### src/rtl/pipe_ctrl_pkg.sv
// Shared opcode map, control bundle and forward-select encodings for the
// pipelined control unit of the 16-bit, 4-bit-opcode CPU.
package pipe_ctrl_pkg;

  localparam logic [3:0] OP_ADD    = 4'h0;
  localparam logic [3:0] OP_PADDSB = 4'h1;
  localparam logic [3:0] OP_SUB    = 4'h2;
  localparam logic [3:0] OP_XOR    = 4'h3;
  localparam logic [3:0] OP_SLL    = 4'h4;
  localparam logic [3:0] OP_SRA    = 4'h5;
  localparam logic [3:0] OP_ROR    = 4'h6;
  localparam logic [3:0] OP_RED    = 4'h7;
  localparam logic [3:0] OP_LW     = 4'h8;
  localparam logic [3:0] OP_SW     = 4'h9;
  localparam logic [3:0] OP_LLB    = 4'hA;
  localparam logic [3:0] OP_LHB    = 4'hB;
  localparam logic [3:0] OP_B      = 4'hC;
  localparam logic [3:0] OP_BR     = 4'hD;
  localparam logic [3:0] OP_PCS    = 4'hE;
  localparam logic [3:0] OP_HLT    = 4'hF;

  localparam int unsigned CTRL_ALUOP_W = 3;

  typedef struct packed {
    logic [CTRL_ALUOP_W-1:0] alu_op;
    logic                    alu_src;
    logic                    branch;
    logic                    branch_src;
    logic                    pcs;
    logic                    mem_read;
    logic                    mem_write;
    logic                    mem_to_reg;
    logic                    reg_write;
    logic                    halt;
  } ctrl_t;

  localparam ctrl_t CTRL_NOP = '0;

  typedef enum logic [1:0] {
    FWD_NONE  = 2'b00,
    FWD_EXMEM = 2'b01,
    FWD_MEMWB = 2'b10
  } fwd_sel_e;

endpackage

### src/rtl/pipe_ctrl_unit_ctrl_decode.sv
// Combinational opcode decoder: control bundle plus source-operand usage flags.
module ctrl_decode
  import pipe_ctrl_pkg::*;
(
  input  logic [3:0] i_opcode,
  output ctrl_t      o_ctrl,
  output logic       o_rs_used,
  output logic       o_rt_used
);

  always_comb begin
    o_ctrl    = CTRL_NOP;
    o_rs_used = 1'b0;
    o_rt_used = 1'b0;

    if (!i_opcode[3]) begin
      o_ctrl.alu_op    = i_opcode[2:0];
      o_ctrl.reg_write = 1'b1;
      o_ctrl.alu_src   = (i_opcode == OP_SLL) || (i_opcode == OP_SRA) ||
                         (i_opcode == OP_ROR);
    end

    case (i_opcode)
      OP_LW: begin
        o_ctrl.mem_read   = 1'b1;
        o_ctrl.mem_to_reg = 1'b1;
        o_ctrl.reg_write  = 1'b1;
        o_ctrl.alu_src    = 1'b1;
      end
      OP_SW: begin
        o_ctrl.mem_write = 1'b1;
        o_ctrl.alu_src   = 1'b1;
      end
      OP_LLB, OP_LHB: begin
        o_ctrl.reg_write = 1'b1;
        o_ctrl.alu_src   = 1'b1;
      end
      OP_B, OP_BR: begin
        o_ctrl.branch     = 1'b1;
        o_ctrl.branch_src = i_opcode[0];
      end
      OP_PCS: begin
        o_ctrl.pcs       = 1'b1;
        o_ctrl.reg_write = 1'b1;
      end
      OP_HLT: o_ctrl.halt = 1'b1;
      default: ;
    endcase

    o_rs_used = (i_opcode <= OP_LHB) || (i_opcode == OP_BR);
    o_rt_used = (i_opcode <= OP_XOR) || (i_opcode == OP_RED) ||
                (i_opcode == OP_SW);
  end

endmodule

### src/rtl/pipe_ctrl_unit.sv
// Pipelined control unit: decode, ID/EX-EX/MEM-MEM/WB control registers,
// RAW hazard stalls, flush/freeze and halt sequencing. Macro PIPE_CTRL_FWD_EN.
module pipe_ctrl_unit
  import pipe_ctrl_pkg::*;
#(
  parameter int unsigned REG_ADDR_W = 4,
  parameter int unsigned ALUOP_W    = 3,
  parameter bit          R0_IS_ZERO = 1'b1
) (
  input  logic                  clk,
  input  logic                  rst,
  input  logic [3:0]            opcode_id,
  input  logic [REG_ADDR_W-1:0] rs_id,
  input  logic [REG_ADDR_W-1:0] rt_id,
  input  logic [REG_ADDR_W-1:0] rd_id,
  input  logic                  flush_id,
  input  logic                  stall_ext,
  output logic                  stall_if_id,
  output logic                  pc_hold,
  output logic [ALUOP_W-1:0]    ex_alu_op,
  output logic                  ex_alu_src,
  output logic                  ex_branch,
  output logic                  ex_branch_src,
  output logic                  ex_pcs,
  output logic [REG_ADDR_W-1:0] ex_rs,
  output logic [REG_ADDR_W-1:0] ex_rt,
  output logic                  mem_read,
  output logic                  mem_write,
  output logic                  wb_reg_write,
  output logic                  wb_mem_to_reg,
  output logic [REG_ADDR_W-1:0] wb_rd,
  output logic                  halted
`ifdef PIPE_CTRL_FWD_EN
  ,
  output logic [1:0]            fwd_a_sel,
  output logic [1:0]            fwd_b_sel
`endif
);

  ctrl_t                 w_dec_ctrl;
  logic                  w_rs_used;
  logic                  w_rt_used;
  logic                  w_hz;
  logic                  w_insert;

  ctrl_t                 r_idex_ctrl;
  logic [REG_ADDR_W-1:0] r_idex_rs;
  logic [REG_ADDR_W-1:0] r_idex_rt;
  logic [REG_ADDR_W-1:0] r_idex_rd;
  logic                  r_exmem_mem_read;
  logic                  r_exmem_mem_write;
  logic                  r_exmem_mem_to_reg;
  logic                  r_exmem_reg_write;
  logic                  r_exmem_halt;
  logic [REG_ADDR_W-1:0] r_exmem_rd;
  logic                  r_memwb_reg_write;
  logic                  r_memwb_mem_to_reg;
  logic [REG_ADDR_W-1:0] r_memwb_rd;
  logic                  r_pc_hold;
  logic                  r_halted;
`ifdef PIPE_CTRL_FWD_EN
  logic                  r_idex_rs_used;
  logic                  r_idex_rt_used;
`endif

  ctrl_decode u_ctrl_decode (
    .i_opcode  (opcode_id),
    .o_ctrl    (w_dec_ctrl),
    .o_rs_used (w_rs_used),
    .o_rt_used (w_rt_used)
  );

  // A register 0 source never depends on an older writer when it is hardwired.
  function automatic logic f_match(input logic                  used,
                                   input logic [REG_ADDR_W-1:0] src,
                                   input logic [REG_ADDR_W-1:0] dst,
                                   input logic                  wr);
    return used && wr && (src == dst) && !(R0_IS_ZERO && (src == '0));
  endfunction

  always_comb begin
`ifdef PIPE_CTRL_FWD_EN
    w_hz = r_idex_ctrl.mem_read &&
           (f_match(w_rs_used, rs_id, r_idex_rd, r_idex_ctrl.reg_write) ||
            f_match(w_rt_used, rt_id, r_idex_rd, r_idex_ctrl.reg_write));
`else
    w_hz = f_match(w_rs_used, rs_id, r_idex_rd,  r_idex_ctrl.reg_write) ||
           f_match(w_rt_used, rt_id, r_idex_rd,  r_idex_ctrl.reg_write) ||
           f_match(w_rs_used, rs_id, r_exmem_rd, r_exmem_reg_write)     ||
           f_match(w_rt_used, rt_id, r_exmem_rd, r_exmem_reg_write);
`endif
    w_insert    = !flush_id && !w_hz;
    stall_if_id = stall_ext || (!flush_id && w_hz);
  end

  always_ff @(posedge clk) begin
    if (rst) begin
      r_idex_ctrl        <= CTRL_NOP;
      r_idex_rs          <= '0;
      r_idex_rt          <= '0;
      r_idex_rd          <= '0;
      r_exmem_mem_read   <= 1'b0;
      r_exmem_mem_write  <= 1'b0;
      r_exmem_mem_to_reg <= 1'b0;
      r_exmem_reg_write  <= 1'b0;
      r_exmem_halt       <= 1'b0;
      r_exmem_rd         <= '0;
      r_memwb_reg_write  <= 1'b0;
      r_memwb_mem_to_reg <= 1'b0;
      r_memwb_rd         <= '0;
      r_pc_hold          <= 1'b0;
      r_halted           <= 1'b0;
`ifdef PIPE_CTRL_FWD_EN
      r_idex_rs_used     <= 1'b0;
      r_idex_rt_used     <= 1'b0;
`endif
    end else if (!stall_ext) begin
      r_exmem_mem_read   <= r_idex_ctrl.mem_read;
      r_exmem_mem_write  <= r_idex_ctrl.mem_write;
      r_exmem_mem_to_reg <= r_idex_ctrl.mem_to_reg;
      r_exmem_reg_write  <= r_idex_ctrl.reg_write;
      r_exmem_halt       <= r_idex_ctrl.halt;
      r_exmem_rd         <= r_idex_rd;
      r_memwb_reg_write  <= r_exmem_reg_write;
      r_memwb_mem_to_reg <= r_exmem_mem_to_reg;
      r_memwb_rd         <= r_exmem_rd;
      if (r_exmem_halt) r_halted <= 1'b1;

      // Flush and hazard both inject a bubble; only a real insert may set pc_hold.
      if (w_insert) begin
        r_idex_ctrl <= w_dec_ctrl;
        r_idex_rs   <= rs_id;
        r_idex_rt   <= rt_id;
        r_idex_rd   <= rd_id;
        if (w_dec_ctrl.halt) r_pc_hold <= 1'b1;
      end else begin
        r_idex_ctrl <= CTRL_NOP;
        r_idex_rs   <= '0;
        r_idex_rt   <= '0;
        r_idex_rd   <= '0;
      end
`ifdef PIPE_CTRL_FWD_EN
      r_idex_rs_used <= w_insert && w_rs_used;
      r_idex_rt_used <= w_insert && w_rt_used;
`endif
    end
  end

`ifdef PIPE_CTRL_FWD_EN
  always_comb begin
    fwd_a_sel = FWD_NONE;
    fwd_b_sel = FWD_NONE;
    if (f_match(r_idex_rs_used, r_idex_rs, r_exmem_rd, r_exmem_reg_write))
      fwd_a_sel = FWD_EXMEM;
    else if (f_match(r_idex_rs_used, r_idex_rs, r_memwb_rd, r_memwb_reg_write))
      fwd_a_sel = FWD_MEMWB;
    if (f_match(r_idex_rt_used, r_idex_rt, r_exmem_rd, r_exmem_reg_write))
      fwd_b_sel = FWD_EXMEM;
    else if (f_match(r_idex_rt_used, r_idex_rt, r_memwb_rd, r_memwb_reg_write))
      fwd_b_sel = FWD_MEMWB;
  end
`endif

  always_comb begin
    ex_alu_op     = ALUOP_W'(r_idex_ctrl.alu_op);
    ex_alu_src    = r_idex_ctrl.alu_src;
    ex_branch     = r_idex_ctrl.branch;
    ex_branch_src = r_idex_ctrl.branch_src;
    ex_pcs        = r_idex_ctrl.pcs;
    ex_rs         = r_idex_rs;
    ex_rt         = r_idex_rt;
    mem_read      = r_exmem_mem_read;
    mem_write     = r_exmem_mem_write;
    wb_reg_write  = r_memwb_reg_write;
    wb_mem_to_reg = r_memwb_mem_to_reg;
    wb_rd         = r_memwb_rd;
    pc_hold       = r_pc_hold;
    halted        = r_halted;
  end

endmodule
### config.mk
export PLATFORM = sky130hd
export DESIGN_NAME = pipe_ctrl_unit
export DESIGN_NICKNAME = d
export VERILOG_FILES = /design/src/rtl/pipe_ctrl_pkg.sv /design/src/rtl/pipe_ctrl_unit_ctrl_decode.sv /design/src/rtl/pipe_ctrl_unit.sv
export SDC_FILE = /design/constraint.sdc
export NUM_CORES = 1
export LEC_CHECK = 0
export CAP_MARGIN = 15
export CORE_ASPECT_RATIO = 1.2
export CORE_MARGIN = 4
export CORE_UTILIZATION = 25
export DETAILED_ROUTE_END_ITERATION = 10
export HOLD_SLACK_MARGIN = 0.15
export MAX_ROUTING_LAYER = met4
export PLACE_DENSITY = 0.46
export SYNTH_ARGS = -nofsm -noshare
export SYNTH_HDL_FRONTEND = slang
export SYNTH_SLANG_ARGS = --single-unit
### constraint.sdc
create_clock -name clk -period 2.1 [get_ports clk]
set_input_delay 0.42 -clock clk [delete_from_list [all_inputs] [get_ports clk]]
set_output_delay 0.42 -clock clk [all_outputs]
set_load 0.02 [all_outputs]
Word level (Yosys, flattened, before mapping)
Cells that the tools add are included.
Operators by class
  magnitude comparators: 2
  equality and inequality tests: 16
  muxes and demuxes: 13
  bitwise gates (word level): 1
  reductions and logical operators: 34
Operators by type and width (count)
  == test 4 bit, second input constant: 8
  == test 4 x 3 -> 1 bit, second input constant: 4
  == test 4 bit: 4
  two-way mux 4 bit: 4
  logical AND 1 bit: 14
  two-way mux 12 bit: 1
  logical OR 1 bit: 9
  logical NOT 4 bit: 2
  OR reduction 4 bit: 2
  two-way mux 1 bit: 7
  less-or-equal comparator 4 x 2 -> 1 bit, second input constant: 1
  less-or-equal comparator 4 bit, second input constant: 1
  logical NOT 1 bit: 4
  AND reduction 3 bit: 1
  two-way mux 2 bit: 1
  AND reduction 2 bit: 1
  OR reduction 2 bit: 1
  NOT 1 bit: 1
Word-level totals
  register bits: 41
  input bits: 20
  output and inout bits: 26
  word-level logic and storage cells: 90

Longest topological paths before layout
Gate-level depths: netlist (run 1).
  depth in word-level cells: 12
  gate-level depth with buffers: 6
  gate-level depth less buffers: 5

Cells and area by module
A second synthesis (run 1) with hierarchy kept.
Unflattened totals
  cells, all modules: 169
  area, all modules: 1776.7 sq um
Modules (own cells, without submodules)
  pipe_ctrl_unit: instances 1, cells an instance 144, area each 1610.3 sq um, seq. area each 820.8 sq um
  ctrl_decode: instances 1, cells an instance 25, area each 166.4 sq um, seq. area each 0.0 sq um

Worst setup path after synthesis (run 1)
OpenSTA, ideal clock, no wires.
  kind: input port to output port
  start: input port rt_id[0]
  end: output port stall_if_id
  arrival time: 1.540 ns
  required time: 1.680 ns
  setup slack: 0.140 ns
  cell stages on the path: 5
  buffers on the path: 0
  cells stage by stage: xor2_1 -> nor3_1 -> nand3_1 -> a21oi_2 -> a2bb2oi_1
On the way
  cells in the longest elaborated chain, start to end: 8
  elaborated cells on any way between the ends: 13
  those cells by class: 2 x eq/ne; 11 x reduce/logical
Ends and longest elaborated chain
  start: declaration: line pipe_ctrl_unit.sv:14  | input logic [REG_ADDR_W-1:0] rt_id,
  == test 4 bit / logical NOT 4 bit (equally long branches): line pipe_ctrl_unit.sv:78  | return used && wr && (src == dst) && !(R0_IS_ZERO && (src == '0));
  logical AND 1 bit / logical NOT 1 bit (equally long branches): line pipe_ctrl_unit.sv:78
  logical AND 1 bit: line pipe_ctrl_unit.sv:78
  logical OR 1 bit: line pipe_ctrl_unit.sv:87  | w_hz = f_match(w_rs_used, rs_id, r_idex_rd, r_idex_ctrl.reg_write) ||
  logical OR 1 bit: line pipe_ctrl_unit.sv:88  | f_match(w_rt_used, rt_id, r_idex_rd, r_idex_ctrl.reg_write) ||
  logical OR 1 bit *: line pipe_ctrl_unit.sv:89  | f_match(w_rs_used, rs_id, r_exmem_rd, r_exmem_reg_write) ||
  logical AND 1 bit *: line pipe_ctrl_unit.sv:93  | stall_if_id = stall_ext || (!flush_id && w_hz);
  logical OR 1 bit *: line pipe_ctrl_unit.sv:93
  end: declaration: line pipe_ctrl_unit.sv:18  | output logic stall_if_id,
Mark *: on every way between the ends. The rest lies on a longest branch, timed or not.

Worst setup path in the final report (run 1)
  start: register r_idex_rd[3]
  end: output port stall_if_id
On the way
  cells in the longest elaborated chain, start to end: 8
  elaborated cells on any way between the ends: 11
  those cells by class: 2 x eq/ne; 9 x reduce/logical
Ends and longest elaborated chain
  start: declaration: line pipe_ctrl_unit.sv:49  | logic [REG_ADDR_W-1:0] r_idex_rd;
  start signal: assignment: line pipe_ctrl_unit.sv:134  | r_idex_rd <= rd_id;
  == test 4 bit: line pipe_ctrl_unit.sv:78
  logical AND 1 bit (2 in a row): line pipe_ctrl_unit.sv:78
  logical OR 1 bit *: line pipe_ctrl_unit.sv:87
  logical OR 1 bit *: line pipe_ctrl_unit.sv:88
  logical OR 1 bit *: line pipe_ctrl_unit.sv:89
  logical AND 1 bit *: line pipe_ctrl_unit.sv:93
  logical OR 1 bit *: line pipe_ctrl_unit.sv:93
Marked as above.

==> reports/metrics.cfg, run 1 <==
[logic_synthesis]
synthTopCellsByArea=dfxtp_1, mux2i_1, nand2_1
synth.most_common_cell=dfxtp_1
synth_edf_count=0
syn_inst=204
synthesis.area_um2=1760
synth_nets=224
synth.ff_latch_count=39
synthTopCellsByCount=dfxtp_1, nand2_1, nor2_1, o21ai_0, mux2i_1
synth_flop_cell=dfxtp_1
synth_cell_type_count=34
syn_area_per_cell_um2=8.65
synth_seq_area_share=0.443
ys_warn_count=0
synthArstFlopShare=0
yosys.area.top_type=dfxtp_1
synth.top_cell.area_share=0.443

[min_path]
min_from=r_idex_ctrl[0]$_SDFFE_PP0N_
hp-class=flip-flop to flip-flop

[power]
p_per_area_nw_per_um2=554
p_leak_nw=1.10
ir_drop_mv=0.225
p_total_mw=1.50

[detailed_routing]
via_per_inst=4.51
wl_met2_um=2550
routedWlPerCell_um=14.3
wl_um=5300
drc=0
drtAntennaViolNets=0
top_layer=met4
dr_wl_met3_um=227
firstDrtPassIters=4
first_iter_violations=56
wl_met1_um=2440
vias=1673

[floorplan]
rows=33
ios=46
core_um2=6850
initial_core_util=0.257
die_area_um2=8470
die_y_um=100
die_w_um=84.7

[sta]
slew_viol_final=0
max_freq_mhz=484
rsz0062_at_grt=yes
period_minus_slack_ns=2.07
hold_viol=0
finalCritPeriodShare=0.984
final-setup-viol-count=0
worst_slew_pin_slew_ns=0.292
hold_ws_ns=0.448
relSlewSlack=0.803
fin_worst_skew_ns=0.00337

[placed_design]
place.gp.congestion=0.858
placement.cell_area_um2=2530
hpwl_um=3990
port_buffers=45

[critical_path]
path_cells=xor2_1 -> nor3_2 -> nand3_1 -> a21oi_2 -> a2bb2oi_2 -> buf_6
critPathLaunchType=flip-flop
cp-startpoint=r_idex_rd[3]$_SDFFE_PP0N_
worstPathArrival_ns=1.65
max_stage_delay_ns=0.34
critPathSlowestCell=dfxtp_2
crit_type=flip-flop to primary output
timing.rr.start=r_exmem_rd[0]$_SDFFE_PP0N_
worstPathMaxFanout=3
worstPathRequired_ns=1.68
critPathCaptureType=primary output

[final_layout]
multiInputGateArea_um2=973
antenna_cells=0
final_area_um2=2710
final_nets=303
drive_above_1_share=0.275
area_growth_pct=53.7
register_area_um2=788
nFillCells=732

[clock_network]
cts.sinks=39
clk_path_buf_depth=2
clockRootBuffer=clkbuf_8
insertion_delay_ns=0.29
path_clk_slew_ns=0.07
cts_tree=done
cts_made_buffers=5
cts_hold_buf=0
cts.htree.levels=2

[grt]
grt_pass1_vias=1738
grt_pass1_wl_um=8780
overflow=0
grt_max_degree=19
grt_usage=0.135
antenna_found_initial=0

[run]
drv_cap=0

[outcome]
status=complete, no violations

-- per-layer routing --
metal	vias to the layer above	track usage
met3	8	0.0296
met1	757	0.170
met2	46	0.215
met5	-	-
met4	0	0.0451
li1	862	-
-- worst paths after layout --
path                                                    end  slack (ns)  cells past startpoint
worst max register to register    r_idex_rd[3]$_SDFFE_PP0N_        0.28                     10
worst min register to register  r_idex_ctrl[0]$_SDFFE_PP0N_        0.45                      2
worst min-delay path            r_idex_ctrl[0]$_SDFFE_PP0N_        0.45                      2
worst max-delay path                            stall_if_id        0.03                      6
-- cells in the final DEF (no fill, tap or decap), drive strengths merged, types with 4 or more instances in the layout --
cell and instances:
clkbuf 10, clkdlybuf4s50 32, o21ai 18, nor3 6, xor2 12, nor2 19
dlygate4sd2 5, buf 44, nand4 11, mux2i 14, o31ai 5, dfxtp 39
nand3 8, nand2 30, xnor2 4
-- power breakdown --
part           internal (mW)  total, mW  switching (mW)
Clock                  0.233      0.491           0.257
Combinational          0.123      0.240           0.117
Sequential             0.757      0.770          0.0134
-- worst max-delay path: cells and delay by family (launching register included) --
family / cells / cell delay, ns
compound gates: 2 / 0.41
xor+xnor: 1 / 0.17
buf+inv: 1 / 0.13
flops: 1 / 0.34
simple gates: 2 / 0.31
-- cell families (layout without fill, tap and decap cells) --
family	count (synthesis)	after routing	synth area share
buffers and inverters	18	98	0.0567
XOR/XNOR	16	16	0.0794
flip-flops	39	39	0.443
AO/OA/AOI/OAI	33	33	0.116
multiplexers	14	14	0.0794
AND/OR/NAND/NOR	84	84	0.226
-- layout make-up --
type,count,area share
inverter,3,0.00415
clock inverter,1,0.00185
multi-input combinational,147,0.359
sequential,39,0.291
tap,87,0.0401
clock buffer,7,0.0281
timing repair buffer,87,0.276
-- through the flow --
stage               std cells  setup TNS [ns]  utilization  setup WS [ns]
finish                    371               0        0.396         0.0330
global route              371         -0.0270        0.396        -0.0270
CTS                       373               0        0.392        0.00205
detailed placement        360           -2.57        0.369         -0.829
global placement          360           -2.06        0.369         -0.792
floorplan                 204               0            -          0.140
-- repair_timing --
action | 4_1_cts | 5_1_grt
gates resized for setup | 41 | 15
endpoints found under the setup margin | 1 | 10
pin swaps | 11 | 8
setup buffers | 5 | 0
No activity file was read; power rests on OpenSTA's default activity.
==> run 2, diff against run 1 <==
--- a/config.mk
+++ b/config.mk
@@ -16,3 +16,4 @@
 export SYNTH_ARGS = -nofsm -noshare
 export SYNTH_HDL_FRONTEND = slang
 export SYNTH_SLANG_ARGS = --single-unit
+export TNS_END_PERCENT = 5
==> run 2 against run 1 <==
  * Wire length did not move
  * Global-route usage did not move
  * Critical path depth did not move
  * Setup slack barely moved
  * Combinational power about the same
  * Sequential power about the same
  * Critical endpoint unchanged
==> reports/metrics.cfg, run 2 (synthesis results as in run 1) <==
[outcome]
status=complete, no violations  ; unchanged

[grt]
grt_max_degree=19  ; unchanged
antenna_found_initial=0  ; unchanged
grt_usage=0.135  ; unchanged
grt_pass1_wl_um=8780  ; unchanged
grt_pass1_vias=1738  ; unchanged
overflow=0  ; unchanged

[final_layout]
final_cell_mix=buf_4, dfxtp_1, clkdlybuf4s50_1  ; unchanged
register_area_um2=788  ; unchanged
multiInputGateArea_um2=957  ; was 973 µm²
antenna_cells=0  ; unchanged
nFillCells=731  ; was 732
area_growth_pct=53.4  ; was 53.7%
final_area_um2=2710  ; about the same
instances_no_fill=372  ; was 371
drive_above_1_share=0.270  ; was 0.275
final_nets=304  ; was 303
final_common_cell=buf_4  ; unchanged

[placed_design]
hpwl_um=3990  ; unchanged
place.gp.congestion=0.858  ; unchanged
port_buffers=45  ; unchanged
placement.cell_area_um2=2530  ; unchanged
place_inst=360  ; unchanged

[floorplan]
initial_core_util=0.257  ; unchanged
ios=46  ; unchanged
core_um2=6850  ; unchanged
rows=33  ; unchanged
die_w_um=84.7  ; unchanged
die_y_um=100  ; unchanged
die_area_um2=8470  ; unchanged

[power]
seqPwrFrac=0.515  ; was 0.513
p_total_mw=1.50  ; about the same
p_clk_frac=0.327  ; about the same
sw_frac_of_total=0.257  ; was 0.259
switching_power_mw=0.385  ; was 0.388 mW
ir_drop_mv=0.224  ; was 0.225 mV
p_leak_nw=1.11  ; was 1.10 nW
comb_power_share=0.158  ; was 0.160
internal_power_mw=1.11  ; about the same
p_per_area_nw_per_um2=553  ; was 554 nW/µm²

[detailed_routing]
drtAntennaViolNets=0  ; unchanged
via_per_inst=4.53  ; was 4.51
wl_um=5300  ; unchanged
first_iter_violations=60  ; was 56
drc=0  ; unchanged
firstDrtPassIters=4  ; unchanged
routedWlPerCell_um=14.3  ; about the same
vias=1685  ; was 1,673

[clock_network]
clockRootBuffer=clkbuf_8  ; unchanged
clk_path_buf_depth=2  ; unchanged
insertion_delay_ns=0.29  ; about the same
cts.htree.levels=2  ; unchanged
path_clk_slew_ns=0.07  ; about the same
cts_tree=done  ; unchanged
cts.sinks=39  ; unchanged
cts_hold_buf=0  ; unchanged
cts_made_buffers=5  ; unchanged

[sta]
slew_viol_final=0  ; unchanged
period_minus_slack_ns=2.07  ; about the same
rsz0062_at_grt=yes  ; unchanged
final-setup-viol-count=0  ; unchanged
relSlewSlack=0.803  ; about the same
hold_viol=0  ; unchanged
finalCritPeriodShare=0.985  ; was 0.984
max_freq_mhz=484  ; about the same
worst_slew_pin_slew_ns=0.292  ; about the same
fin_worst_skew_ns=0.00394  ; was 0.00337 ns

[critical_path]
worstPathMaxFanout=3  ; unchanged
worstPathArrival_ns=1.65  ; about the same
crit_type=flip-flop to primary output  ; unchanged
critPathCaptureType=primary output  ; unchanged
critPathLaunchType=flip-flop  ; unchanged
worstPathRequired_ns=1.68  ; about the same

[min_path]
hp-class=flip-flop to flip-flop  ; unchanged

[run]
drv_cap=0  ; unchanged

run 2: critical path, stage by stage, from the launching register on:
cell and delay, ns:
dfxtp_2 0.34, xor2_1 0.17, nor3_2 0.19, nand3_1 0.12
a21oi_2 0.23, a2bb2oi_2 0.18, buf_6 0.13
run 2: power groups by stage:
stage          Combinational (mW)  Sequential [mW]  Clock [mW]
2_1_floorplan              0.0885            0.795           0
5_1_grt                     0.258            0.773       0.542
4_1_cts                     0.234            0.770       0.510
3_5_place_dp                0.230            0.787           0
3_3_place_gp                0.230            0.787           0
6_report                    0.237            0.770       0.489
run 2: layout make-up:
| type | instances | share of cell area |
|---|---|---|
| Tap cell | 87 | 0.0402 |
| Timing Repair Buffer | 88 | 0.281 |
| Clock inverter | 1 | 0.00185 |
| Sequential cell | 39 | 0.291 |
| Inverter | 3 | 0.00416 |
| Multi-Input combinational cell | 147 | 0.354 |
| Clock buffer | 7 | 0.0282 |
run 2: through the flow:
| step | TNS, ns | hold slack [ns] | utilization | worst slack [ns] |
|---|---|---|---|---|
| 4_1_cts | 0 | 0.447 | 0.392 | 0.00205 |
| 3_3_place_gp | -2.06 | 0.437 | 0.369 | -0.792 |
| 2_1_floorplan | 0 | 0.422 | - | 0.140 |
| 3_5_place_dp | -2.57 | 0.436 | 0.369 | -0.829 |
| 6_report | 0 | 0.448 | 0.395 | 0.0325 |
| 5_1_grt | -0.0381 | 0.489 | 0.395 | -0.0381 |
run 2: per-layer routing:
metal	GRT usage	vias up	wire length [µm]
met5	-	-	0
met4	0.0451	0	81
met3	0.0296	8	211
met2	0.215	42	2560
met1	0.170	769	2450
li1	-	866	-
run 2: timing repair:
item                                   CTS  global route
endpoints found under the hold margin    0             0
gates resized for setup                 41            11
setup buffers                            5             0
setup endpoints to repair                1            10
pin swaps                               11             8
run 2: worst paths after layout:
kind	startpoint	endpoint	slack [ns]	depth (start not counted)
setup / recovery	r_idex_rd[3]$_SDFFE_PP0N_	stall_if_id	0.03	6
hold / removal	r_idex_ctrl[0]$_SDFFE_PP0N_	r_idex_ctrl[0]$_SDFFE_PP0N_	0.45	2
setup reg to reg	r_exmem_rd[0]$_SDFFE_PP0N_	r_idex_rd[3]$_SDFFE_PP0N_	0.20	11
hold reg to reg	r_idex_ctrl[0]$_SDFFE_PP0N_	r_idex_ctrl[0]$_SDFFE_PP0N_	0.45	2
==> run 3, diff against run 2 <==
--- a/config.mk
+++ b/config.mk
@@ -10,6 +10,7 @@
 export CORE_MARGIN = 4
 export CORE_UTILIZATION = 25
 export DETAILED_ROUTE_END_ITERATION = 10
+export GPL_TIMING_DRIVEN = 0
 export HOLD_SLACK_MARGIN = 0.15
 export MAX_ROUTING_LAYER = met4
 export PLACE_DENSITY = 0.46
==> run 3 against run 2 <==
  * Clock skew about the same
  * Combinational power down 19%
  * Wire length decreased by 6.8%
  * Via count shrank 4.5%
  * Cell area is 8.9% lower
  * Total power grew 1.1%
  * Critical path type is now input port to primary output
  * Largest cell class unchanged
==> reports/metrics.cfg, run 3 (synthesis results as in run 1) <==
[outcome]
status=complete, no violations  ; unchanged

[detailed_routing]
firstDrtPassIters=4  ; unchanged
wl_um=4940  ; was 5300 µm
routedWlPerCell_um=14.4  ; was 14.3 µm
vias=1610  ; was 1,685
drc=0  ; unchanged
drtAntennaViolNets=0  ; unchanged
via_per_inst=4.68  ; was 4.53
first_iter_violations=54  ; was 60

[floorplan]
initial_core_util=0.257  ; unchanged
die_w_um=84.7  ; unchanged
die_area_um2=8470  ; unchanged
die_y_um=100  ; unchanged
ios=46  ; unchanged
core_um2=6850  ; unchanged
rows=33  ; unchanged

[clock_network]
cts_tree=done  ; unchanged
cts_made_buffers=5  ; unchanged
clk_path_buf_depth=2  ; unchanged
clockRootBuffer=clkbuf_8  ; unchanged
insertion_delay_ns=0.29  ; about the same
cts.htree.levels=2  ; unchanged
path_clk_slew_ns=0.07  ; about the same
cts.sinks=39  ; unchanged
cts_hold_buf=0  ; unchanged

[critical_path]
critPathSlowestCell=clkdlybuf4s15_2  ; was dfxtp_2
rr_worst_depth=7  ; was 11
worst-path-stages=7  ; was 6
critPathLaunchType=input port  ; was flip-flop
path_cells=clkdlybuf4s15_2 -> xor2_1 -> nor3_1 -> nand4_1 -> nand3_1 -> a2bb2oi_2 -> buf_6  ; was xor2_1 -> nor3_2 -> nand3_1 -> a21oi_2 -> a2bb2oi_2 -> buf_6
worstPathRequired_ns=1.68  ; about the same
critPathCaptureType=primary output  ; unchanged
crit_buf_inv=2  ; was 1
worstPathArrival_ns=1.67  ; was 1.65 ns
path_delay_family=simple AND/OR/NAND/NOR gates  ; was compound AO/OA/AOI/OAI gates
crit_type=input port to primary output  ; was flip-flop to primary output
max_stage_delay_ns=0.25  ; was 0.34 ns
worstPathMaxFanout=4  ; was 3

[min_path]
min_delay_path_depth=3  ; was 2
hp-class=input port to flip-flop  ; was flip-flop to flip-flop

[grt]
grt_use_met1=0.155  ; was 0.170
met2_usage=0.200  ; was 0.215
grt_max_degree=12  ; was 19
busiest_layer=met2  ; unchanged
grt_pass1_wl_um=7960  ; was 8780 µm
antenna_found_initial=0  ; unchanged
overflow=0  ; unchanged
grt_pass1_vias=1502  ; was 1,738
grt_usage=0.124  ; was 0.135
grt_use_met3=0.0263  ; was 0.0296

[placed_design]
place_inst=333  ; was 360
place.gp.congestion=0.769  ; was 0.858
hpwl_um=3640  ; was 3990 µm
port_buffers=42  ; was 45
dp_worst_setup_slack_ns=-1.14  ; was -0.829 ns

[sta]
final-setup-viol-count=0  ; unchanged
fin_worst_skew_ns=0.00422  ; was 0.00394 ns
worst_slew_pin_slew_ns=0.527  ; was 0.292 ns
period_minus_slack_ns=2.09  ; was 2.07 ns
slew_viol_final=0  ; unchanged
finalCritPeriodShare=0.993  ; was 0.985
rsz0062_at_grt=yes  ; unchanged
final.setup.tns_ns=0  ; unchanged
fin_ws_ns=0.0146  ; was 0.0325 ns
relSlewSlack=0.648  ; was 0.803
max_freq_mhz=480  ; was 484 MHz
hold_viol=0  ; unchanged

[power]
p_per_area_nw_per_um2=614  ; was 553 nW/µm²
p_leak_nw=0.944  ; was 1.11 nW
ir_drop_mv=0.324  ; was 0.224 mV

[final_layout]
final_cell_mix=dfxtp_1, nand2_1, clkdlybuf4s50_1  ; was buf_4, dfxtp_1, clkdlybuf4s50_1
area_growth_pct=39.7  ; was 53.4%
drive_above_1_share=0.171  ; was 0.270
instances_no_fill=344  ; was 372
utilization=0.360  ; was 0.395
final_common_cell=dfxtp_1  ; was buf_4
final_nets=276  ; was 304
antenna_cells=0  ; unchanged

[run]
drv_cap=0  ; unchanged

-- run 3: worst min-delay path: cells and delay by family --
family	cells	cell delay (ns)
mux	1	0.07
simple gates	1	0.07
buf+inv	1	0.11
-- run 3: area by class of cell --
type / count / area, µm²
Timing Repair Buffer: 45 / 440
Clock buffer: 8 / 100
Inverter: 3 / 11.3
Buffer: 15 / 88.8
Fill cell: 741 / 4390
Sequential cell: 39 / 786
Tap cell: 87 / 109
Multi-Input combinational cell: 147 / 930
-- run 3: worst paths after layout --
| kind | from | endpoint | slack (ns) |
|---|---|---|---|
| max | rs_id[3] | stall_if_id | 0.01 |
| min | stall_ext | r_exmem_reg_write$_SDFFE_PP0N_ | 0.43 |
| max reg2reg | r_idex_rd[0]$_SDFFE_PP0N_ | ex_rs[2]$_SDFFE_PP0N_ | 0.37 |
| min reg2reg | r_idex_ctrl[0]$_SDFFE_PP0N_ | r_idex_ctrl[0]$_SDFFE_PP0N_ | 0.45 |
-- run 3: where the power goes --
group | internal (mW) | total (mW) | leakage, nW | switching (mW)
logic | 0.0886 | 0.192 | 0.574 | 0.104
clock network | 0.300 | 0.549 | 0.0515 | 0.249
registers | 0.757 | 0.771 | 0.318 | 0.0142
-- run 3: repair_timing --
action                                  in CTS  in global routing
pin swaps                                    8                  6
endpoints found under the setup margin      12                  1
buffers inserted                             3                  0
gates resized for setup                     42                  9
-- run 3: routing by layer --
layer	vias up	routed length (µm)
li1	813	-
met1	758	2300
met2	34	2390
met3	5	176
met4	0	76
met5	-	0
-- run 3: stage by stage --
step	hold slack, ns	power, mW	instance area, µm²
4_1_cts	0.418	1.54	2470
5_1_grt	0.439	1.59	2460
3_3_place_gp	0.434	0.978	2290
2_1_floorplan	0.422	0.884	1760
6_report	0.427	1.51	2460
3_5_place_dp	0.440	0.978	2290
